File: config.mk
export PLATFORM = sky130hd
export DESIGN_NAME = snn_load_ctrl_flat
export DESIGN_NICKNAME = d
export VERILOG_FILES = /design/src/rtl/snn_ctrl_pkg.sv /design/src/rtl/snn_load_ctrl_if.sv /design/src/rtl/snn_byte_unpack.sv /design/src/rtl/snn_load_ctrl.sv /design/src/flat_wrapper.sv
export SDC_FILE = /design/constraint.sdc
export NUM_CORES = 1
export LEC_CHECK = 0
export ABC_AREA = 1
export BUFFER_PORTS_ARGS = -buffer_cell sky130_fd_sc_hd__buf_2
export CAP_MARGIN = 20
export CORE_UTILIZATION = 35
export DETAILED_ROUTE_END_ITERATION = 6
export GPL_ROUTABILITY_DRIVEN = 0
export PLACE_DENSITY = 0.63
export SETUP_SLACK_MARGIN = 0.3
export SLEW_MARGIN = 20
export SYNTH_ARGS = -nofsm -noshare
export SYNTH_HDL_FRONTEND = slang
export SYNTH_HIERARCHICAL = 1
export SYNTH_SLANG_ARGS = --single-unit
File: constraint.sdc
create_clock -name clk -period 1.36 [get_ports clk]
set_clock_uncertainty 0.1 [all_clocks]
set_input_delay 0.136 -clock clk [delete_from_list [all_inputs] [get_ports clk]]
set_output_delay 0.136 -clock clk [all_outputs]
set_load 0.05 [all_outputs]
File: src/rtl/snn_ctrl_pkg.sv
// Shared types and constants for the SNN image loader / sequencer.
// Reply format selected by SNN_ASCII_EN.
package snn_ctrl_pkg;

  localparam int         NUM_BITS_DFLT = 784;
  localparam int         ADDR_W        = 10;
  localparam logic [7:0] ASCII_ZERO    = 8'h30;

  typedef enum logic [2:0] {
    IDLE,
    LOAD,
    START,
    WAIT,
    SEND
  } state_e;

  function automatic logic [7:0] fmt_digit(
    input logic [3:0] d,
    input logic       ascii
  );
    return ascii ? ASCII_ZERO + {4'b0, d} : {4'b0, d};
  endfunction

endpackage

File: src/rtl/snn_load_ctrl_if.sv
// UART-rx, input-RAM, SNN-core and UART-tx signals of the loader.
// master = loader side, slave = surrounding system.
interface snn_load_ctrl_if;
  import snn_ctrl_pkg::*;

  logic              rx_valid;
  logic [7:0]        rx_data;
  logic              ram_we;
  logic [ADDR_W-1:0] ram_addr;
  logic              ram_data;
  logic [ADDR_W-1:0] core_addr;
  logic              core_start;
  logic              core_done;
  logic [3:0]        core_digit;
  logic              tx_start;
  logic [7:0]        tx_data;
  logic              tx_busy;

  modport master (
    input  rx_valid, rx_data, core_addr,
    input  core_done, core_digit, tx_busy,
    output ram_we, ram_addr, ram_data,
    output core_start, tx_start, tx_data
  );

  modport slave (
    output rx_valid, rx_data, core_addr,
    output core_done, core_digit, tx_busy,
    input  ram_we, ram_addr, ram_data,
    input  core_start, tx_start, tx_data
  );

endinterface

File: src/rtl/snn_byte_unpack.sv
// Serialises received bytes LSB first, with a one-byte holding
// register and sticky overrun detection.
module snn_byte_unpack (
  input  logic       clk,
  input  logic       rst_n,
  input  logic       en_i,
  input  logic       flush_i,
  input  logic       rx_valid_i,
  input  logic [7:0] rx_data_i,
  output logic       wr_o,
  output logic       bit_o,
  output logic       ovr_o
);

  logic [7:0] sh_q, sh_d;
  logic [7:0] hold_q, hold_d;
  logic [2:0] idx_q, idx_d;
  logic       act_q, act_d;
  logic       hv_q, hv_d;
  logic       ovr_q, ovr_d;
  logic       last;

  assign last = act_q && (idx_q == 3'd7);

  always_comb begin
    sh_d   = sh_q;
    hold_d = hold_q;
    idx_d  = idx_q;
    act_d  = act_q;
    hv_d   = hv_q;
    ovr_d  = ovr_q;
    if (act_q) begin
      sh_d  = sh_q >> 1;
      idx_d = idx_q + 3'd1;
    end
    if (last) begin
      if (hv_q) begin
        sh_d = hold_q;
        hv_d = 1'b0;
      end else begin
        act_d = 1'b0;
      end
    end
    // A draining holding register frees its slot in the same cycle
    if (rx_valid_i) begin
      if (!en_i) begin
        ovr_d = 1'b1;
      end else if (!act_q || (last && !hv_q)) begin
        sh_d  = rx_data_i;
        act_d = 1'b1;
      end else if (!hv_q || last) begin
        hold_d = rx_data_i;
        hv_d   = 1'b1;
      end else begin
        ovr_d = 1'b1;
      end
    end
    if (flush_i) begin
      act_d = 1'b0;
      hv_d  = 1'b0;
      idx_d = 3'd0;
    end
  end

  always_ff @(posedge clk) begin
    if (!rst_n) begin
      sh_q   <= 8'h00;
      hold_q <= 8'h00;
      idx_q  <= 3'd0;
      act_q  <= 1'b0;
      hv_q   <= 1'b0;
      ovr_q  <= 1'b0;
    end else begin
      sh_q   <= sh_d;
      hold_q <= hold_d;
      idx_q  <= idx_d;
      act_q  <= act_d;
      hv_q   <= hv_d;
      ovr_q  <= ovr_d;
    end
  end

  assign wr_o  = act_q;
  assign bit_o = sh_q[0];
  assign ovr_o = ovr_q;

endmodule

File: src/rtl/snn_load_ctrl.sv
// Loads a 1-bpp image from UART into the input RAM, runs the SNN
// core and replies with the digit. SNN_ASCII_EN: ASCII reply.
module snn_load_ctrl
  import snn_ctrl_pkg::*;
#(
  parameter int NUM_BITS = NUM_BITS_DFLT,
  parameter int BYTES    = NUM_BITS_DFLT / 8
) (
  input  logic              clk,
  input  logic              rst_n,
  snn_load_ctrl_if.master   bus,
  output logic              busy,
  output logic              ovr
);

  localparam int ImgBits =
    (BYTES * 8 < NUM_BITS) ? BYTES * 8 : NUM_BITS;
  localparam logic [ADDR_W-1:0] LastAddr = ADDR_W'(ImgBits - 1);

`ifdef SNN_ASCII_EN
  localparam logic AsciiEn = 1'b1;
`else
  localparam logic AsciiEn = 1'b0;
`endif

  state_e            state_q;
  logic [ADDR_W-1:0] cnt_q;
  logic [7:0]        tx_data_q;
  logic              wr;
  logic              wbit;
  logic              rx_en;
  logic              flush;
  logic              core_phase;

  assign rx_en = (state_q == IDLE) || (state_q == LOAD);
  assign flush = (state_q == LOAD) && wr && (cnt_q == LastAddr);
  assign core_phase = (state_q == START) || (state_q == WAIT);

  snn_byte_unpack u_unpack (
    .clk        (clk),
    .rst_n      (rst_n),
    .en_i       (rx_en),
    .flush_i    (flush),
    .rx_valid_i (bus.rx_valid),
    .rx_data_i  (bus.rx_data),
    .wr_o       (wr),
    .bit_o      (wbit),
    .ovr_o      (ovr)
  );

  always_ff @(posedge clk) begin
    if (!rst_n) begin
      state_q   <= IDLE;
      cnt_q     <= '0;
      tx_data_q <= 8'h00;
    end else begin
      unique case (state_q)
        IDLE: begin
          if (bus.rx_valid) state_q <= LOAD;
        end
        LOAD: begin
          if (wr) begin
            if (cnt_q == LastAddr) begin
              cnt_q   <= '0;
              state_q <= START;
            end else begin
              cnt_q <= cnt_q + 1'b1;
            end
          end
        end
        START: state_q <= WAIT;
        WAIT: begin
          if (bus.core_done) begin
            tx_data_q <= fmt_digit(bus.core_digit, AsciiEn);
            state_q   <= SEND;
          end
        end
        SEND: begin
          if (!bus.tx_busy) state_q <= IDLE;
        end
        default: state_q <= IDLE;
      endcase
    end
  end

  // The core owns the RAM address while it runs
  assign bus.ram_addr   = core_phase ? bus.core_addr : cnt_q;
  assign bus.ram_we     = wr;
  assign bus.ram_data   = wr & wbit;
  assign bus.core_start = (state_q == START);
  assign bus.tx_start   = (state_q == SEND) && !bus.tx_busy;
  assign bus.tx_data    = tx_data_q;
  assign busy           = (state_q != IDLE);

endmodule
File: src/flat_wrapper.sv
// flat-port wrapper written by rule: the top's interface ports become plain ports
module snn_load_ctrl_flat import snn_ctrl_pkg::*;
#(
  parameter int NUM_BITS = NUM_BITS_DFLT,
  parameter int BYTES    = NUM_BITS_DFLT / 8
)
  (clk, rst_n, busy, ovr, bus_rx_valid, bus_rx_data, bus_core_addr, bus_core_done, bus_core_digit, bus_tx_busy, bus_ram_we, bus_ram_addr, bus_ram_data, bus_core_start, bus_tx_start, bus_tx_data);
  snn_load_ctrl_if bus_i ();
  input  logic clk;
  input  logic rst_n;
  output logic busy;
  output logic ovr;
  input wire logic [$bits(bus_i.rx_valid)-1:0] bus_rx_valid;
  input wire logic [$bits(bus_i.rx_data)-1:0] bus_rx_data;
  input wire logic [$bits(bus_i.core_addr)-1:0] bus_core_addr;
  input wire logic [$bits(bus_i.core_done)-1:0] bus_core_done;
  input wire logic [$bits(bus_i.core_digit)-1:0] bus_core_digit;
  input wire logic [$bits(bus_i.tx_busy)-1:0] bus_tx_busy;
  output wire logic [$bits(bus_i.ram_we)-1:0] bus_ram_we;
  output wire logic [$bits(bus_i.ram_addr)-1:0] bus_ram_addr;
  output wire logic [$bits(bus_i.ram_data)-1:0] bus_ram_data;
  output wire logic [$bits(bus_i.core_start)-1:0] bus_core_start;
  output wire logic [$bits(bus_i.tx_start)-1:0] bus_tx_start;
  output wire logic [$bits(bus_i.tx_data)-1:0] bus_tx_data;
  assign bus_i.rx_valid = bus_rx_valid;
  assign bus_i.rx_data = bus_rx_data;
  assign bus_i.core_addr = bus_core_addr;
  assign bus_i.core_done = bus_core_done;
  assign bus_i.core_digit = bus_core_digit;
  assign bus_i.tx_busy = bus_tx_busy;
  assign bus_ram_we = bus_i.ram_we;
  assign bus_ram_addr = bus_i.ram_addr;
  assign bus_ram_data = bus_i.ram_data;
  assign bus_core_start = bus_i.core_start;
  assign bus_tx_start = bus_i.tx_start;
  assign bus_tx_data = bus_i.tx_data;
  snn_load_ctrl #(.NUM_BITS(NUM_BITS), .BYTES(BYTES)) u_core (.clk(clk), .rst_n(rst_n), .bus(bus_i), .busy(busy), .ovr(ovr));
endmodule
After elaboration in Yosys (flattened, before gate mapping). Index checks and enable logic that the tools add are counted.

Flip-flop bits (word level): 39. Bits in latches: 0. Bits in writable memories: 0. Memory bits (read-only): 0. Bits of input ports: 27. Logic and storage cells: 74. Memories: 0.

Add/subtract/negate cells: 2. Multiply operators: 0. Divide/modulo/power cells: 0. Magnitude comparators: 0. Equal/unequal tests: 13. Shift operators: 0. Muxes and demuxes: 27. Bitwise operators: 3. Reduce and logical (&&, ||, !) cells: 20.

Operator list (count): 8-bit two-way mux (6); 10-bit two-way mux (2); 3-bit two-way mux (5); 3-bit case mux with 5 select lines (1); 2-bit != test, second input constant (7); 1-bit two-way mux (13); 10-bit by 1-bit adder with 10-bit output, second input constant (1); 10-bit equality test, second input constant (1); 3-bit by 2-bit equality test with 1-bit output, second input constant (2); 3-bit equality test, second input constant (2); 1-bit logical AND (5); 5-bit AND reduction (1); 1-bit logical OR (4); 2-bit AND reduction (2); 4-bit AND reduction (1); 3-bit by 1-bit adder with 3-bit output, second input constant (1); 3-bit by 1-bit equality test with 1-bit output, second input constant (1); 1-bit zero test (3); 3-bit zero test (1); 3-bit AND reduction (1); 3-bit nonzero test (1); 1-bit inverter (2); 2-bit OR reduction (1); 1-bit AND (1).

Depth between registers and ports, before layout.
Depth after elaboration: 7. Depth in mapped cells: 8. Depth with buffers taken out: 8.

By module. Netlist, hierarchy kept.

Modules (own cells, without submodules): snn_byte_unpack (instances 1, cells an instance 176, area an instance 1171.1 um2, sequential area each 440.4 um2); snn_load_ctrl (instances 1, cells an instance 173, area an instance 1104.8 um2, sequential area each 340.3 um2).

Worst setup path after synthesis. OpenSTA, ideal clock, no wires.

Kind: register -> output. Start: reg u_core.state_q[0]. End: out bus_tx_start. Arrival time: 2.008 ns. Required time: 1.124 ns. Setup slack: -0.884 ns. Cell stages (with the launch flop): 3. Buffers on the path: 1. Path through: dfxtp_1 buf_4 nor4_1.

Longest elaborated chain between the ends: 2.

RTL lines: start, declared (RTL line snn_load_ctrl.sv:26) `state_e state_q;`; start signal, assigned (RTL line snn_load_ctrl.sv:53) `state_q <= IDLE;`; start signal, assigned (RTL line snn_load_ctrl.sv:59) `if (bus.rx_valid) state_q <= LOAD;`; start signal, assigned (RTL line snn_load_ctrl.sv:65) `state_q <= START;`; 3-bit equality test (RTL line snn_load_ctrl.sv:91) `assign bus.tx_start = (state_q == SEND) && !bus.tx_busy;`; 1-bit logical AND (RTL line snn_load_ctrl.sv:91); end, declared (RTL line flat_wrapper.sv:23) `output wire logic [$bits(bus_i.tx_start)-1:0] bus_tx_start;`.

Every way passes these cells.

Final worst setup path.
Start: reg u_core.state_q[1]. End: out bus_tx_start.

The elaborated chain is that of the path after synthesis.

==> flow_summary.json <==
{
  "synth-edff-count": 0,
  "drt-pass1-iter-count": 4,
  "cts-root-buf": "clkbuf_8",
  "cp-start-kind": "flop",
  "synth_cells": 349,
  "period_share_pct": 112,
  "fin_nets": 486,
  "overflow": 0,
  "met2_usage_pct": 35.0,
  "fmax_ghz": 0.657,
  "grt_antenna_before_repair": 0,
  "crit_buf_inv": 2,
  "clock_latency_ns": 0.29,
  "cpPeakStageDelay_ns": 0.38,
  "maxCapViolCount": 0,
  "h-tree-depth": 2,
  "crit_path_max_fanout": 3,
  "drc": 0,
  "setup_tns_ns": -4.63,
  "drt-initial-drc-count": 117,
  "dieArea_um2": 6830,
  "core_area_um2": 6310,
  "hpwl_mm": 4.21,
  "start_util_pct": 36.0,
  "cts_sinks": 39,
  "cts_buffer_depth": 2,
  "busiest_layer": "met2",
  "reg2reg_to": "u_core/u_unpack/hold_q[3]",
  "slowest_stage": "dfxtp_4",
  "grt_pass1_wl_mm": 10.9,
  "maxSlewViolCount": 0,
  "leakage_nw": 1.72,
  "criticalPathCategory": "flop to output port",
  "path_clk_slew_ns": 0.08,
  "cts_tree": "yes",
  "routed_wl_mm": 7.37,
  "peakVddDrop_uv": 943,
  "ios": 51,
  "path_delay_family": "flip-flops",
  "status": "finished with violations",
  "layout_setup_ws_ns": -0.162,
  "worst_setup_path_end_kind": "output port",
  "dpl_cell_area_um2": 3050,
  "fin_area_um2": 4010,
  "ant_nets": 0,
  "hold_violations": 0,
  "die_w_um": 82.6,
  "worst_hold_path.endpoint": "u_core/bus.tx_data[2]",
  "yosysUniqueCellTypes": 32,
  "yosysWarningCount": 6,
  "grtUsageMet3_pct": 4.62,
  "ys_async_sr_fraction_pct": 0,
  "portBuffers": 46,
  "use_met1_pct": 26.4,
  "r2r_setup_slack_ns": -0.16,
  "cts_buffers": 5,
  "reg2regPathDepth": 9,
  "syn_to_final_growth_pct": 76.3,
  "rows": 29,
  "grt_max_degree": 21,
  "cp_cell_sequence": "buf_4 > nor4_4 > buf_6",
  "violations": "negative setup slack",
  "vias": 2670,
  "grt_pass1_vias": 2401,
  "hold_start": "bus_core_digit[2]",
  "holdPathStages": 3,
  "timing.rr.start": "u_core/state_q[2]",
  "worstPathArrival_ns": 1.29,
  "synth-seq-area-share_pct": 34.3,
  "drive_above_1_share_pct": 51.0,
  "setup_viol": 45,
  "period_needed_ns": 1.52,
  "antenna_cells": 0,
  "rsz0062_at_grt": "true",
  "hold_path_class": "primary input to flop",
  "mostFrequentLayoutCell": "nand2_1",
  "ctsHoldBuffers": 0,
  "synth_ff_type": "dfxtp_1",
  "cp.required_ns": 1.12,
  "grt_util_all_layers_pct": 21.0,
  "detail_route.wl_per_cell_um": 13.8,
  "final_cell_mix": "71 x nand2_1, 40 x inv_1, 39 x buf_4",
  "die_h_um": 82.6,
  "ys_ff_latch": 39,
  "syn-cell-area_um2": 2280,
  "powerDensity_nw_per_um2": 849,
  "routed_via_density": 5.00,
  "syn_area_per_cell_um2": 6.52
}
## where the power goes
part           leakage (nW)  switching (W)  internal, W  total (W)
clock network        0.0515       0.000401     0.000463   0.000864
registers             0.326      0.0000717      0.00122    0.00129
logic                  1.34       0.000714     0.000534    0.00125
total                  1.72        0.00119      0.00222    0.00341
## synth_stat cells (2+ instances only)
cell type | instances | share of area, %
nand2_1 | 91 | 15
inv_1 | 45 | 7.4
nor2_1 | 45 | 7.4
dfxtp_1 | 39 | 34
nand3_1 | 25 | 5.5
a21oi_1 | 21 | 4.6
o21ai_0 | 18 | 4.0
nand4_1 | 12 | 3.3
buf_4 | 6 | 2.0
nand2_2 | 6 | 1.6
nor3_1 | 5 | 1.1
buf_2 | 4 | 0.88
ha_1 | 3 | 1.6
inv_2 | 3 | 0.49
buf_6 | 2 | 0.99
nand2_4 | 2 | 0.99
nand3_2 | 2 | 0.88
nand3_4 | 2 | 1.5
nand3b_1 | 2 | 0.66
nor2_2 | 2 | 0.55
nor2_4 | 2 | 0.99
xor2_1 | 2 | 0.77
## through the flow
stage               utilization, %  std cells  setup slack [ns]  hold WS, ns  power, W
detailed placement            48.4        498            -0.121        0.317   0.00214
CTS                           60.5        526            -0.162      0.00831   0.00330
global placement              48.4        498           -0.0859        0.297   0.00213
finish                        63.5        534            -0.162       0.0112   0.00341
global route                  63.5        534            -0.204      0.00588   0.00357
floorplan                        -        352           0.00305        0.178   0.00193
## routing by layer
layer	up-vias	wire length [um]
met5	-	0
met4	0	145
met3	19	319
met2	96	3720
met1	1235	3180
li1	1320	-
## worst max path at each step
stage / from / cells after the start / endpoint
2_1_floorplan: u_core/state_q[2] / 7 / u_core/u_unpack/idx_q[2]
3_3_place_gp: u_core/state_q[2] / 6 / bus_ram_addr[8]
3_5_place_dp: u_core/state_q[2] / 7 / u_core/bus.tx_data[3]
4_1_cts: u_core/state_q[1] / 3 / bus_tx_start
5_1_grt: u_core/state_q[2] / 6 / bus_ram_addr[4]
6_report: u_core/state_q[1] / 3 / bus_tx_start
## sequential cells by signal, summed over array words and instances (netlist names)
register,flops
u_core/u_unpack/hv_q,1
u_core/cnt_q,10
u_core/u_unpack/idx_q,3
u_core/u_unpack/ovr_o,1
u_core/state_q,3
u_core/u_unpack/hold_q,8
u_core/bus.tx_data,4
u_core/u_unpack/sh_q,8
u_core/u_unpack/wr_o,1
## repair_timing
action	in CTS	in global routing
setup buffers	17	8
pin swaps	30	25
endpoints found under the setup margin	59	59
gates cloned	3	0
resized for setup	130	32
## kinds of logic after synthesis
family	Yosys count	synth area share (%)
AO/OA/AOI/OAI	42	9.62
XOR/XNOR	3	1.15
adder cells (fa/ha/maj)	3	1.65
buffers and inverters	62	12.1
flip-flops	39	34.3
other	1	0.165
AND/OR/NAND/NOR	199	41.0
## area by class of cell
cell class              count  area, um^2
clock buffers               8         100
multi-input cells         252        1790
well taps                  77        96.3
repair buffers            108         986
fillers                   486        2300
flip-flops and latches     39         813
inverters                  49         211
repair inverters            1        11.3
## tightest hold or removal path, cell delays in order
cell	delay (ns)
buf_2	0.08
o21ai_2	0.05
a21oi_1	0.10
Note: power is estimated with default switching activity, not from simulation.
